--- src/rtl/mult_pkg.sv ---
// Shared definitions for the shift-add multiplier controller: register op codes,
// FSM state encoding and the state-to-output decoder.
package mult_pkg;

    localparam logic [1:0] OP_HOLD  = 2'b00;
    localparam logic [1:0] OP_LOAD  = 2'b01;
    localparam logic [1:0] OP_SHIFT = 2'b10;
    localparam logic [1:0] OP_CLEAR = 2'b11;

    typedef enum logic [2:0] {
        IDLE  = 3'd0,
        INIT  = 3'd1,
        TEST  = 3'd2,
        ADD   = 3'd3,
        SHIFT = 3'd4,
        DONE  = 3'd5
    } state_t;

    typedef struct packed {
        logic [1:0] a_op;
        logic [1:0] q_op;
        logic       busy;
        logic       done;
    } ctrl_out_t;

    // Moore decode: every control output is a pure function of the state.
    function automatic ctrl_out_t decode(input state_t s);
        ctrl_out_t o;
        o = '0;
        case (s)
            IDLE:  o = '0;
            INIT:  begin o.a_op = OP_CLEAR; o.q_op = OP_LOAD;  o.busy = 1'b1; end
            TEST:  begin o.busy = 1'b1; end
            ADD:   begin o.a_op = OP_LOAD;  o.busy = 1'b1; end
            SHIFT: begin o.a_op = OP_SHIFT; o.q_op = OP_SHIFT; o.busy = 1'b1; end
            DONE:  begin o.busy = 1'b1; o.done = 1'b1; end
            default: o = '0;
        endcase
        return o;
    endfunction

endpackage

--- src/rtl/mult_seq_ctrl_if.sv ---
// Control bundle between the multiplier sequencer and its areg/qreg datapath.
// Handshake: start is a request sampled only while busy=0; busy rises the cycle
// after start is taken and stays high through the single done cycle.
interface mult_seq_ctrl_if;
    logic start;
    logic abort;
    logic q0;
    logic a_c1;
    logic a_c2;
    logic q_c1;
    logic q_c2;
    logic busy;
    logic done;

    modport master (
        input  start, abort, q0,
        output a_c1, a_c2, q_c1, q_c2, busy, done
    );

    modport slave (
        output start, abort, q0,
        input  a_c1, a_c2, q_c1, q_c2, busy, done
    );
endinterface

--- src/rtl/mult_seq_ctrl_bit_counter.sv ---
// Counts processed multiplier bits; last flags the final bit so the
// sequencer can leave SHIFT for DONE instead of looping back to TEST.
module bit_counter #(
    parameter int WIDTH = 4
) (
    input  logic clk,
    input  logic rst_n,
    input  logic clr,
    input  logic inc,
    output logic last
);
    localparam int CW = $clog2(WIDTH);

    logic [CW-1:0] cnt;

    // Saturates at WIDTH-1 rather than wrapping.
    always_ff @(posedge clk or negedge rst_n) begin
        if (!rst_n) begin
            cnt <= '0;
        end else if (clr) begin
            cnt <= '0;
        end else if (inc && !last) begin
            cnt <= cnt + 1'b1;
        end
    end

    assign last = (cnt == CW'(WIDTH - 1));
endmodule

--- src/rtl/mult_seq_ctrl.sv ---
// Sequencer for the shift-add multiplier: steps TEST/ADD/SHIFT once per
// multiplier bit and drives the areg/qreg op codes from registered state.
module mult_seq_ctrl import mult_pkg::*; #(
    parameter int WIDTH = 4
) (
    input  logic                   clk,
    input  logic                   rst_n,
    mult_seq_ctrl_if.master        bus,
    output state_t                 dbg_state
);
    state_t    state;
    state_t    nxt;
    ctrl_out_t outs_q;
    logic      last;
    logic      cnt_clr;
    logic      cnt_inc;

    bit_counter #(.WIDTH(WIDTH)) u_cnt (
        .clk   (clk),
        .rst_n (rst_n),
        .clr   (cnt_clr),
        .inc   (cnt_inc),
        .last  (last)
    );

    assign cnt_clr = (state == INIT);
    assign cnt_inc = (state == SHIFT) && !bus.abort;

    // TEST is a dedicated cycle because q0 only settles after the INIT/SHIFT edge.
    always_comb begin
        nxt = state;
        case (state)
            IDLE:    if (bus.start) nxt = INIT;
            INIT:    nxt = TEST;
            TEST:    nxt = bus.q0 ? ADD : SHIFT;
            ADD:     nxt = SHIFT;
            SHIFT:   nxt = last ? DONE : TEST;
            DONE:    nxt = IDLE;
            default: nxt = IDLE;
        endcase
        if (bus.abort) nxt = IDLE;
    end

    // Outputs are registered alongside the state, so they always equal decode(state).
    always_ff @(posedge clk or negedge rst_n) begin
        if (!rst_n) begin
            state  <= IDLE;
            outs_q <= '0;
        end else begin
            state  <= nxt;
            outs_q <= decode(nxt);
        end
    end

    assign bus.a_c1 = outs_q.a_op[1];
    assign bus.a_c2 = outs_q.a_op[0];
    assign bus.q_c1 = outs_q.q_op[1];
    assign bus.q_c2 = outs_q.q_op[0];
    assign bus.busy = outs_q.busy;
    assign bus.done = outs_q.done;
    assign dbg_state = state;
endmodule
--- src/flat_wrapper.sv ---
// flat-port wrapper written by rule: the top's interface ports become plain ports
module mult_seq_ctrl_flat import mult_pkg::*;
#(
    parameter int WIDTH = 4
)
  (clk, rst_n, dbg_state, bus_start, bus_abort, bus_q0, bus_a_c1, bus_a_c2, bus_q_c1, bus_q_c2, bus_busy, bus_done);
  mult_seq_ctrl_if bus_i ();
  input  logic clk;
  input  logic rst_n;
  output state_t dbg_state;
  input wire logic [$bits(bus_i.start)-1:0] bus_start;
  input wire logic [$bits(bus_i.abort)-1:0] bus_abort;
  input wire logic [$bits(bus_i.q0)-1:0] bus_q0;
  output wire logic [$bits(bus_i.a_c1)-1:0] bus_a_c1;
  output wire logic [$bits(bus_i.a_c2)-1:0] bus_a_c2;
  output wire logic [$bits(bus_i.q_c1)-1:0] bus_q_c1;
  output wire logic [$bits(bus_i.q_c2)-1:0] bus_q_c2;
  output wire logic [$bits(bus_i.busy)-1:0] bus_busy;
  output wire logic [$bits(bus_i.done)-1:0] bus_done;
  assign bus_i.start = bus_start;
  assign bus_i.abort = bus_abort;
  assign bus_i.q0 = bus_q0;
  assign bus_a_c1 = bus_i.a_c1;
  assign bus_a_c2 = bus_i.a_c2;
  assign bus_q_c1 = bus_i.q_c1;
  assign bus_q_c2 = bus_i.q_c2;
  assign bus_busy = bus_i.busy;
  assign bus_done = bus_i.done;
  mult_seq_ctrl #(.WIDTH(WIDTH)) u_core (.clk(clk), .rst_n(rst_n), .bus(bus_i), .dbg_state(dbg_state));
endmodule
--- config.mk ---
export PLATFORM = sky130hd
export DESIGN_NAME = mult_seq_ctrl_flat
export DESIGN_NICKNAME = d
export VERILOG_FILES = /design/src/rtl/mult_pkg.sv /design/src/rtl/mult_seq_ctrl_if.sv /design/src/rtl/mult_seq_ctrl_bit_counter.sv /design/src/rtl/mult_seq_ctrl.sv /design/src/flat_wrapper.sv
export SDC_FILE = /design/constraint.sdc
export NUM_CORES = 1
export LEC_CHECK = 0
export ABC_AREA = 1
export CAP_MARGIN = 20
export CORE_AREA = 10 10 47 49
export CTS_CLUSTER_SIZE = 24
export DETAILED_ROUTE_END_ITERATION = 8
export DIE_AREA = 0 0 57 59
export GPL_ROUTABILITY_DRIVEN = 1
export PLACE_DENSITY = 0.68
export SYNTH_ARGS = -nofsm -noshare
export SYNTH_HDL_FRONTEND = slang
export SYNTH_SLANG_ARGS = --single-unit
export TNS_END_PERCENT = 1
--- constraint.sdc ---
create_clock -name clk -period 1.5 [get_ports clk]
set_clock_uncertainty 0.15 [all_clocks]
set_input_delay 0.3 -clock clk [delete_from_list [all_inputs] [get_ports clk]]
set_output_delay 0.3 -clock clk [all_outputs]
set_load 0.01 [all_outputs]
==> qor.txt <==
CP Class: register to output pin
Worst Setup Slack, final: 93.15 ps
Placed cell area: 694.4 um^2
Gr busiest metal: met2
Die Y: 59 um
Synthesized area: 529.3 um^2
Cell taking the most area after synthesis: dfrtp_1
Root buffer cell: clkbuf_4
Slew @ Worst Pin: 484.9 ps
Critical path peak fanout: 3
P_leak: 0.4357 nW
Synthesized Nets: 66
Drt pass-1 iters: 4
Initial core utilization: 0.3777
CTS buffer count: 3
Synth Register Bits: 11
Most numerous cell in the Yosys netlist: inv_1
Fillers: 152
P_int: 0.0004787 W
Core Region: 0.001401 mm^2
Buffer and inverter count on the worst path: 1
Grt met1 use: 0.05990
Clock transition at path regs: 60 ps
Async S/R FF share, synth: 1.000
Post-cts hold buffer count: 0
CTS sink cnt: 11
Fin crit period: 1407 ps
Commonest cells in the netlist: inv_1, dfrtp_1, nand2_1
Yosys warns: 0
Initial antenna violation count: 0
GRT Residual Overflow: 0
Final setup fails: 0
Achievable clock frequency: 0.7108 GHz
Via count: 413
Number of synthesized flops with an enable pin: 0
Worst EP required: 1050 ps
DRC Markers: 0
Met3 GRT Util: 0.05150
Sequential power share: 0.499
Worst setup SP type: register
Vias in the first global route: 435
Synth top area share: 0.5201
Initial DRC count: 3
Routed length per instance: 10.01 um
Routing usage on met2: 0.1116
Slowest Stage Delay on Critical Path: 400 ps
Avg Cell Area, Syn: 8.821 um^2
Total of max-cap violations: 0
Clk_lat worst skew: 260 ps
RSZ-0062 raised after global routing: false
WP data arrival: 960 ps
Nets: 86
Synth Flop Type: dfrtp_1
CP top delay family: flip-flops
Rel. slew slack: 0.6757
Number of diodes: 0
IO Pins: 14
Rows: 14
Top cells by area, synth: dfrtp_1, inv_1, nand2_2
Total track usage: 0.06594
Peak supply drop: 523.1 uV
Die width: 57 um
Status: finished, final reports clean
Crit path cell chain: dlygate4sd2_1
Max-slew violations: 0
Crit. End Element: output pin
Hold Crit Class: input pin to async pin
DR vias/cell: 4.347
Gate count of the mapped netlist: 60
CTS tree: yes
Final HPWL DP: 794.2 um
Final RePlAce weighted congestion: 0.8056
Yosys cell types: 16
CP max-delay cell: dfrtp_1
Setup TNS: 0 ps
Net Sw Power: 0.0001756 W
Combinational Power Share: 0.210
First-pass GRT wire length: 1766 um
Sw Share: 0.2684
Largest net degree at the start of global routing: 12
Period Utilization, post-route: 0.9379
# H-tree levels: 1
Pwr Total: 0.0006543 W
Pre-CTS WS: -54.16 ps
Pwr Density: 922.3 mW/mm^2
Worst-case clock buffer depth: 2
Final instance area: 709.4 um^2
Fin. Hold Viols: 0
Post-Route WL: 951 um
DIE AREA: 0.003363 mm^2
Post-route ant nets: 0
Share of layout cells above drive strength 1: 0.2532
PortBufs: 13
Area grow syn2layout: 34.04%
Seq/Total Area, Yosys: 0.5201
Power share of the clock group: 0.291
area by class of cell:
cell class,count,area [um^2],share of cell area
tap,16,20.02,0.02822
multi-input combinational,34,197.7,0.2787
timing repair buffer,15,133.9,0.1887
inverter,15,56.30,0.07937
sequential,11,275.3,0.3880
clock buffer,4,26.28,0.03704
layout by cell type, fill, tap and decap left out, drive strengths merged:
cell type,instances
nand3b,1
clkdlybuf4s50,4
buf,2
dfrtp,11
nand3,5
ha,1
dlygate4sd2,9
nand2,13
nand4,1
o21ai,3
inv,15
nor2,10
clkbuf,4
per-layer routing:
layer,wire length (um),vias up,share of wire
met5,0,-,0
met4,0,0,0
met3,116,0,0.12
met2,479,13,0.50
met1,355,182,0.37
li1,-,218,-
repair_timing:
item,4_1_cts,5_1_grt
setup buffers,0,0
gates resized for setup,9,0
endpoints found under the setup margin,9,0
flip-flops by register name, summed over array words and instances, names as in the netlist:
signal            flops
u_core.bus.done       1
u_core.dbg_state      3
u_core.bus.q_c1       1
u_core.bus.busy       1
u_core.bus.q_c2       1
u_core.u_cnt.cnt      2
u_core.bus.a_c1       1
u_core.bus.a_c2       1
worst reg2reg max path: stages, from the launching register on:
cell and delay, ps:
dfrtp_1 380, ha_1 240, nand3b_1 180, o21ai_1 170
o21ai_0 110
worst paths after layout:
path	start	endpoint	slack [ps]	cells after the start
max	u_core.dbg_state[1]$_DFF_PN0_	dbg_state[1]	90	1
min	rst_n	u_core.u_cnt.cnt[0]$_DFFE_PN0P_	220	1
max reg2reg	u_core.u_cnt.cnt[0]$_DFFE_PN0P_	u_core.u_cnt.cnt[1]$_DFFE_PN0P_	160	4
min reg2reg	u_core.u_cnt.cnt[0]$_DFFE_PN0P_	u_core.u_cnt.cnt[0]$_DFFE_PN0P_	420	2
max in group asynchronous	rst_n	u_core.bus.busy$_DFF_PN0_	650	1
min in group clk	u_core.u_cnt.cnt[0]$_DFFE_PN0P_	u_core.u_cnt.cnt[0]$_DFFE_PN0P_	420	2
power groups by stage:
stage | combinational [W] | clock, W | sequential (W)
finish | 0.000137 | 0.000191 | 0.000327
global route | 0.000156 | 0.000219 | 0.000330
CTS | 0.000141 | 0.000206 | 0.000327
detailed placement | 0.000154 | 0 | 0.000333
global placement | 0.000152 | 0 | 0.000334
floorplan | 0.0000668 | 0 | 0.000347
stage by stage:
stage / hold slack (ps) / std cells / util
2_1_floorplan: -145.6 / 60 / -
3_5_place_dp: 410.9 / 91 / 0.4955
6_report: 215.1 / 95 / 0.5063
4_1_cts: 221.9 / 95 / 0.5063
5_1_grt: 227.7 / 95 / 0.5063
3_3_place_gp: 386.7 / 91 / 0.4955
cell families (layout without fill, tap and decap cells):
kind of cell,count (synthesis),in the layout,share of synthesized area
compound gates,3,3,0.02836
simple gates,30,30,0.3215
fa+ha+maj,1,1,0.02364
buf+inv,15,34,0.1064
flops,11,11,0.5201
No activity file was read; power rests on OpenSTA's default activity.
